**config.mk**
```make
export PLATFORM = sky130hd
export DESIGN_NAME = mem_access_ctrl_flat
export DESIGN_NICKNAME = d
export VERILOG_FILES = /design/src/rtl/mem_access_ctrl_pkg.sv /design/src/rtl/mem_access_ctrl_if.sv /design/src/rtl/mem_access_ctrl_load_extend.sv /design/src/rtl/mem_access_ctrl.sv /design/src/flat_wrapper.sv
export SDC_FILE = /design/constraint.sdc
export NUM_CORES = 1
export LEC_CHECK = 0
export ABC_AREA = 1
export CORE_UTILIZATION = 45
export CTS_CLUSTER_SIZE = 16
export DETAILED_ROUTE_END_ITERATION = 16
export MAX_ROUTING_LAYER = met4
export PLACE_DENSITY = 0.83
export SYNTH_ARGS = -nofsm -noshare
export SYNTH_HDL_FRONTEND = slang
export SYNTH_SLANG_ARGS = --single-unit
```
**constraint.sdc**
```tcl
create_clock -name clk -period 2.38 [get_ports clk]
set_input_delay 0.595 -clock clk [delete_from_list [all_inputs] [get_ports clk]]
set_output_delay 0.595 -clock clk [all_outputs]
set_load 0.05 [all_outputs]
```
**src/rtl/mem_access_ctrl_pkg.sv**
```systemverilog
// Shared types and constants for the memory access controller.
// Latency: n/a (declarations only).
// Backpressure: n/a.
package mem_ctrl_pkg;

  // Default bus geometry for memory_block.
  localparam int ADDR_W_DEFAULT = 18;
  localparam int DATA_W_DEFAULT = 32;

  // Width of the byte lane used by byte loads/stores.
  localparam int BYTE_W = 8;

  // Controller sequencing states.
  typedef enum logic [2:0] {
    IDLE   = 3'd0,
    RD     = 3'd1,
    WR     = 3'd2,
    VERIFY = 3'd3,
    RESP   = 3'd4
  } state_t;

  // Larger of two integers, used to size the shared wait counter.
  function automatic int max_int(input int a, input int b);
    return (a > b) ? a : b;
  endfunction

endpackage

```
**src/rtl/mem_access_ctrl_if.sv**
```systemverilog
// Request/response handshake plus memory_block strobe bundle.
// Latency: n/a (wires only).
// Backpressure: req_ready gates acceptance; responses cannot be stalled.
interface mem_access_ctrl_if #(
  parameter int ADDR_W = 18,
  parameter int DATA_W = 32
) ();

  // Request side (MEM pipeline stage -> controller)
  logic              req_valid;
  logic              req_ready;
  logic              req_write;
  logic              req_byte;
  logic              req_signed;
  logic [ADDR_W-1:0] req_addr;
  logic [DATA_W-1:0] req_wdata;

  // Response side (controller -> MEM pipeline stage)
  logic              resp_valid;
  logic [DATA_W-1:0] resp_rdata;
  logic              resp_err;

  // memory_block port
  logic [ADDR_W-1:0] mem_address;
  logic [DATA_W-1:0] mem_write_data;
  logic              mem_read;
  logic              mem_write;
  logic              mem_byte_operations;
  logic [DATA_W-1:0] mem_read_data;

  // Controller view.
  modport slave (
    input  req_valid, req_write, req_byte, req_signed, req_addr, req_wdata,
    output req_ready,
    output resp_valid, resp_rdata, resp_err,
    output mem_address, mem_write_data, mem_read, mem_write, mem_byte_operations,
    input  mem_read_data
  );

  // Requester plus memory view.
  modport master (
    output req_valid, req_write, req_byte, req_signed, req_addr, req_wdata,
    input  req_ready,
    input  resp_valid, resp_rdata, resp_err,
    input  mem_address, mem_write_data, mem_read, mem_write, mem_byte_operations,
    output mem_read_data
  );

endinterface

```
**src/rtl/mem_access_ctrl_load_extend.sv**
```systemverilog
// Formats a memory word: passthrough for word access, byte lane sign/zero extended otherwise.
// Latency: combinational.
// Backpressure: none.
module load_extend
  import mem_ctrl_pkg::*;
#(
  parameter int DATA_W = DATA_W_DEFAULT
) (
  input  logic [DATA_W-1:0] data_i,
  input  logic              byte_i,
  input  logic              signed_i,
  output logic [DATA_W-1:0] data_o
);

  logic ext_bit;

  assign ext_bit = signed_i & data_i[BYTE_W-1];

  // Select word passthrough or extended low byte.
  always_comb begin
    data_o = data_i;
    if (byte_i) begin
      data_o = {{(DATA_W-BYTE_W){ext_bit}}, data_i[BYTE_W-1:0]};
    end
  end

endmodule

```
**src/rtl/mem_access_ctrl.sv**
```systemverilog
// Load/store sequencer driving memory_block strobes; one request in flight. Optional MEM_STORE_READBACK_EN adds store verify.
// Latency: load T+RD_WAIT+1, store T+WR_HOLD+1 (T+WR_HOLD+RD_WAIT+1 with readback).
// Backpressure: req_ready only in IDLE; single-cycle resp_valid cannot be stalled.
module mem_access_ctrl
  import mem_ctrl_pkg::*;
#(
  parameter int ADDR_W  = ADDR_W_DEFAULT,
  parameter int DATA_W  = DATA_W_DEFAULT,
  parameter int RD_WAIT = 1,
  parameter int WR_HOLD = 1
) (
  input logic              clk,
  input logic              reset,
  mem_access_ctrl_if.slave bus
);

  // A zero-cycle strobe would never reach memory_block, so both holds clamp to 1.
  localparam int RD_CYC = (RD_WAIT < 1) ? 1 : RD_WAIT;
  localparam int WR_CYC = (WR_HOLD < 1) ? 1 : WR_HOLD;
  localparam int CNT_W  = $clog2(max_int(RD_CYC, WR_CYC) + 1);

  // Counter reload values: the counter hits zero on the final strobe cycle.
  localparam logic [CNT_W-1:0] RD_LOAD = CNT_W'(RD_CYC - 1);
  localparam logic [CNT_W-1:0] WR_LOAD = CNT_W'(WR_CYC - 1);

  state_t            state_q, state_d;
  logic [CNT_W-1:0]  cnt_q, cnt_d;
  logic [ADDR_W-1:0] addr_q;
  logic [DATA_W-1:0] wdata_q;
  logic              byte_q;
  logic              signed_q;
  logic [DATA_W-1:0] rdata_q;

  logic              accept;
  logic              rd_done;
  logic              wr_done;
  logic              vfy_done;
  logic [DATA_W-1:0] rd_fmt;

  // Readback compares raw lanes, so extension is disabled while verifying.
  load_extend #(.DATA_W(DATA_W)) u_rd_fmt (
    .data_i   (bus.mem_read_data),
    .byte_i   (byte_q),
    .signed_i (signed_q && (state_q != VERIFY)),
    .data_o   (rd_fmt)
  );

`ifdef MEM_STORE_READBACK_EN
  logic              err_q;
  logic [DATA_W-1:0] wd_fmt;

  // Store data reduced to the same lane view as the readback.
  load_extend #(.DATA_W(DATA_W)) u_wd_fmt (
    .data_i   (wdata_q),
    .byte_i   (byte_q),
    .signed_i (1'b0),
    .data_o   (wd_fmt)
  );
`endif

  // State register.
  always_ff @(posedge clk) begin
    if (reset) begin
      state_q <= IDLE;
      cnt_q   <= '0;
    end else begin
      state_q <= state_d;
      cnt_q   <= cnt_d;
    end
  end

  // Next-state, counter reload on every state entry, and datapath capture strobes.
  always_comb begin
    state_d  = state_q;
    cnt_d    = cnt_q;
    accept   = 1'b0;
    rd_done  = 1'b0;
    wr_done  = 1'b0;
    vfy_done = 1'b0;
    case (state_q)
      IDLE: begin
        if (bus.req_valid) begin
          accept  = 1'b1;
          state_d = bus.req_write ? WR : RD;
          cnt_d   = bus.req_write ? WR_LOAD : RD_LOAD;
        end
      end
      RD: begin
        if (cnt_q == '0) begin
          rd_done = 1'b1;
          state_d = RESP;
          cnt_d   = '0;
        end else begin
          cnt_d = cnt_q - 1'b1;
        end
      end
      WR: begin
        if (cnt_q == '0) begin
          wr_done = 1'b1;
`ifdef MEM_STORE_READBACK_EN
          state_d = VERIFY;
          cnt_d   = RD_LOAD;
`else
          state_d = RESP;
          cnt_d   = '0;
`endif
        end else begin
          cnt_d = cnt_q - 1'b1;
        end
      end
      VERIFY: begin
`ifdef MEM_STORE_READBACK_EN
        if (cnt_q == '0) begin
          vfy_done = 1'b1;
          state_d  = RESP;
          cnt_d    = '0;
        end else begin
          cnt_d = cnt_q - 1'b1;
        end
`else
        state_d = IDLE;
        cnt_d   = '0;
`endif
      end
      RESP: begin
        state_d = IDLE;
        cnt_d   = '0;
      end
      default: begin
        state_d = IDLE;
        cnt_d   = '0;
      end
    endcase
  end

  // Request latch and response data capture.
  always_ff @(posedge clk) begin
    if (reset) begin
      addr_q   <= '0;
      wdata_q  <= '0;
      byte_q   <= 1'b0;
      signed_q <= 1'b0;
      rdata_q  <= '0;
    end else begin
      if (accept) begin
        addr_q   <= bus.req_addr;
        wdata_q  <= bus.req_wdata;
        byte_q   <= bus.req_byte;
        signed_q <= bus.req_signed;
      end
      if (rd_done) begin
        rdata_q <= rd_fmt;
      end
      if (wr_done) begin
        rdata_q <= '0;
      end
    end
  end

`ifdef MEM_STORE_READBACK_EN
  // Readback mismatch flag, cleared per request and set on the final verify cycle.
  always_ff @(posedge clk) begin
    if (reset) begin
      err_q <= 1'b0;
    end else if (accept) begin
      err_q <= 1'b0;
    end else if (vfy_done) begin
      err_q <= (rd_fmt != wd_fmt);
    end
  end

  assign bus.resp_err = err_q && (state_q == RESP);
`else
  assign bus.resp_err = 1'b0;
`endif

  // Strobes decode straight from the registered state, so read and write are mutually exclusive.
  assign bus.req_ready           = (state_q == IDLE);
  assign bus.resp_valid          = (state_q == RESP);
  assign bus.resp_rdata          = rdata_q;
  assign bus.mem_read            = (state_q == RD) || (state_q == VERIFY);
  assign bus.mem_write           = (state_q == WR);
  assign bus.mem_byte_operations = byte_q &&
                                   ((state_q == RD) || (state_q == WR) || (state_q == VERIFY));
  assign bus.mem_address         = addr_q;
  assign bus.mem_write_data      = wdata_q;

endmodule

```
**src/flat_wrapper.sv**
```systemverilog
// flat-port wrapper written by rule: the top's interface ports become plain ports
module mem_access_ctrl_flat import mem_ctrl_pkg::*;
#(
  parameter int ADDR_W  = ADDR_W_DEFAULT,
  parameter int DATA_W  = DATA_W_DEFAULT,
  parameter int RD_WAIT = 1,
  parameter int WR_HOLD = 1
)
  (clk, reset, bus_req_valid, bus_req_write, bus_req_byte, bus_req_signed, bus_req_addr, bus_req_wdata, bus_req_ready, bus_resp_valid, bus_resp_rdata, bus_resp_err, bus_mem_address, bus_mem_write_data, bus_mem_read, bus_mem_write, bus_mem_byte_operations, bus_mem_read_data);
  mem_access_ctrl_if #(.ADDR_W(ADDR_W), .DATA_W(DATA_W)) bus_i ();
  input logic clk;
  input logic reset;
  input wire logic [$bits(bus_i.req_valid)-1:0] bus_req_valid;
  input wire logic [$bits(bus_i.req_write)-1:0] bus_req_write;
  input wire logic [$bits(bus_i.req_byte)-1:0] bus_req_byte;
  input wire logic [$bits(bus_i.req_signed)-1:0] bus_req_signed;
  input wire logic [$bits(bus_i.req_addr)-1:0] bus_req_addr;
  input wire logic [$bits(bus_i.req_wdata)-1:0] bus_req_wdata;
  output wire logic [$bits(bus_i.req_ready)-1:0] bus_req_ready;
  output wire logic [$bits(bus_i.resp_valid)-1:0] bus_resp_valid;
  output wire logic [$bits(bus_i.resp_rdata)-1:0] bus_resp_rdata;
  output wire logic [$bits(bus_i.resp_err)-1:0] bus_resp_err;
  output wire logic [$bits(bus_i.mem_address)-1:0] bus_mem_address;
  output wire logic [$bits(bus_i.mem_write_data)-1:0] bus_mem_write_data;
  output wire logic [$bits(bus_i.mem_read)-1:0] bus_mem_read;
  output wire logic [$bits(bus_i.mem_write)-1:0] bus_mem_write;
  output wire logic [$bits(bus_i.mem_byte_operations)-1:0] bus_mem_byte_operations;
  input wire logic [$bits(bus_i.mem_read_data)-1:0] bus_mem_read_data;
  assign bus_i.req_valid = bus_req_valid;
  assign bus_i.req_write = bus_req_write;
  assign bus_i.req_byte = bus_req_byte;
  assign bus_i.req_signed = bus_req_signed;
  assign bus_i.req_addr = bus_req_addr;
  assign bus_i.req_wdata = bus_req_wdata;
  assign bus_req_ready = bus_i.req_ready;
  assign bus_resp_valid = bus_i.resp_valid;
  assign bus_resp_rdata = bus_i.resp_rdata;
  assign bus_resp_err = bus_i.resp_err;
  assign bus_mem_address = bus_i.mem_address;
  assign bus_mem_write_data = bus_i.mem_write_data;
  assign bus_mem_read = bus_i.mem_read;
  assign bus_mem_write = bus_i.mem_write;
  assign bus_mem_byte_operations = bus_i.mem_byte_operations;
  assign bus_i.mem_read_data = bus_mem_read_data;
  mem_access_ctrl #(.ADDR_W(ADDR_W), .DATA_W(DATA_W), .RD_WAIT(RD_WAIT), .WR_HOLD(WR_HOLD)) u_core (.clk(clk), .reset(reset), .bus(bus_i));
endmodule
```
==> results.cfg <==
[cts]
cts_buffers = 9
htree_levels = 3
postCtsSetupBuffers = 0
cts.path.max_buffers = 2
cts.sinks = 87
cts_tree = done
clk_latency_ps = 350
cts-root-buf = clkbuf_8
cts_resized = 0
clk_pin_slew_ps = 90
cts_hold_buf = 0

[placement]
port_buffers = 174
post-place-cells = 978
place.gp.congestion = 0.8240
detailed_place_hpwl_um = 7871

[layout]
antenna_cells = 0
drive_above_1_share_pct = 4.624
final_common_cell = nand2_1
final_cell_mix = 208 x nand2_1, 183 x inv_1, 168 x clkdlybuf4s50_1
nets = 948
multi_input_comb_area_um2 = 1659
fillers = 777
area_growth_pct = 47.83
regArea_um2 = 1742
layout.cells.non_filler = 994
finish.utilization_pct = 68.42

[logic_synthesis]
synth_nets = 793
ys_seq_elements = 87
avgSynthCellArea_um2 = 6.066
syn-instance-count = 705
synth_cell_type_count = 19
yosysWarningCount = 0
yosysSeqAreaShare_pct = 40.73
syn_area_um2 = 4277

[route]
drc = 0
dr.pass1.iters = 5
drtAntennaViolNets = 0
drt-wirelength-per-cell_um = 11.56
avgViaCountPerCell = 4.513
first_iter_violations = 136
totalWireLength_um = 11490
vias = 4486

[floorplan]
ioPinCount = 176
die_x_um = 99.49
core_area_um2 = 9240
die_area_um2 = 9897
die_height_um = 99.49
initial_core_util_pct = 46.28
rows = 35

[timing]
min_period_ps = 2197
hold_viol = 0
post-route-period-util_pct = 92.31
finClkSkew_ps = 13.71
slew_headroom_pct = 62.89
rsz0062_at_grt = false
setup_violations = 0
drv_slew = 0
worstMarginPinSlew_ps = 555.0
fin_tns_setup_ps = 0
timing.fmax_mhz = 455.2

[global_route]
grt_pass1_vias = 4230
overflow = 0
antenna_found_initial = 0
grt_pass1_wl_um = 19080
grt_use_total_pct = 24.28
grt_max_degree = 57

[job]
timing.max_cap.violations = 0

[power]
leakagePower_nw = 3.384
cellPowerDensity_nw_per_um2 = 620.9
vdd_drop_max_mv = 0.4054

[worst_setup_path]
end_kind = primary output
required_ps = 1780
worstPathMaxFanout = 20
reg2reg_from = u_core.state_q[0]$_SDFFE_PP0P_
worstSetupPathType = reg -> out
crit_arrival_ps = 1600
cp-start-kind = flop
crit_start = u_core.state_q[0]$_SDFFE_PP0P_

[hold_path]
hp-start = u_core.bus.resp_rdata[5]$_SDFFE_PP0N_
hp-class = reg -> reg

[status]
status = completed
==> Yosys cell counts (all sizes together) <==
master,count,area [um^2]
nand4,52,325.3
buf,22,115.1
a21oi,10,53.80
nor3,2,10.01
nand3,12,65.06
nor3b,1,7.510
conb,1,3.750
nor2,106,407.9
nand2,208,780.8
clkbuf,17,63.81
inv,187,701.9
dfxtp,87,1742
==> registers in the layout (all words and copies together), names as in the netlist <==
| name | flops |
|---|---|
| u_core.bus.mem_address | 18 |
| u_core.bus.mem_write_data | 32 |
| u_core.bus.resp_rdata | 32 |
| u_core.byte_q | 1 |
| u_core.signed_q | 1 |
| u_core.state_q | 3 |
==> power breakdown <==
group          switching (mW)  total, mW  internal, mW  leakage (nW)
logic                   0.767       1.23         0.465          2.57
clock network           0.568       1.07         0.501         0.102
registers              0.0606       1.63          1.56         0.716
==> layout make-up <==
class	instances	area share [%]
inverter	187	11.10
timing repair buffer	183	29.33
multi-input combinational	392	26.24
clock inverter	7	1.267
sequential	87	27.55
tap	129	2.553
clock buffer	9	1.959
==> critical path: stages (launching register included) <==
cell     delay, ps
dfxtp_1        370
nor2_4         400
inv_1          110
nor2_1         210
buf_12         170
==> worst paths after layout <==
check                                                end  slack (ps)  cells past startpoint
hold reg to reg    u_core.bus.resp_rdata[5]$_SDFFE_PP0N_         470                      2
hold / removal     u_core.bus.resp_rdata[5]$_SDFFE_PP0N_         470                      2
setup reg to reg  u_core.bus.mem_address[7]$_SDFFE_PP0P_         640                      6
setup / recovery                           bus_req_ready         180                      4
==> cells by family (layout without fill, tap and decap cells) <==
logic type      after synthesis  after routing  share of synthesized area [%]
other cells                   1              1                        0.08769
flops                        87             87                          40.73
compound gates               10             10                          1.258
simple gates                381            381                          37.33
buf+inv                     226            386                          20.60
==> metrics by stage <==
| stage | power [mW] | setup slack, ps | cell area, um^2 | hold WS, ps |
|---|---|---|---|---|
| 2_1_floorplan | 2.432 | 29.04 | 4277 | 486.4 |
| 3_3_place_gp | 2.865 | 586.4 | 6118 | 451.6 |
| 3_5_place_dp | 2.890 | 536.1 | 6118 | 460.2 |
| 4_1_cts | 3.959 | 150.2 | 6322 | 473.6 |
| 5_1_grt | 4.131 | 48.88 | 6322 | 497.4 |
| 6_report | 3.925 | 183.0 | 6322 | 472.9 |
==> metal layers <==
metal / up-vias / wire length (um) / track usage [%]
met1: 1974 / 4964 / 28.99
met3: 10 / 848 / 5.903
met5: - / 0 / -
met2: 166 / 5528 / 41.08
met4: 0 / 152 / 6.222
li1: 2336 / - / -
No activity file was read; power rests on OpenSTA's default activity.
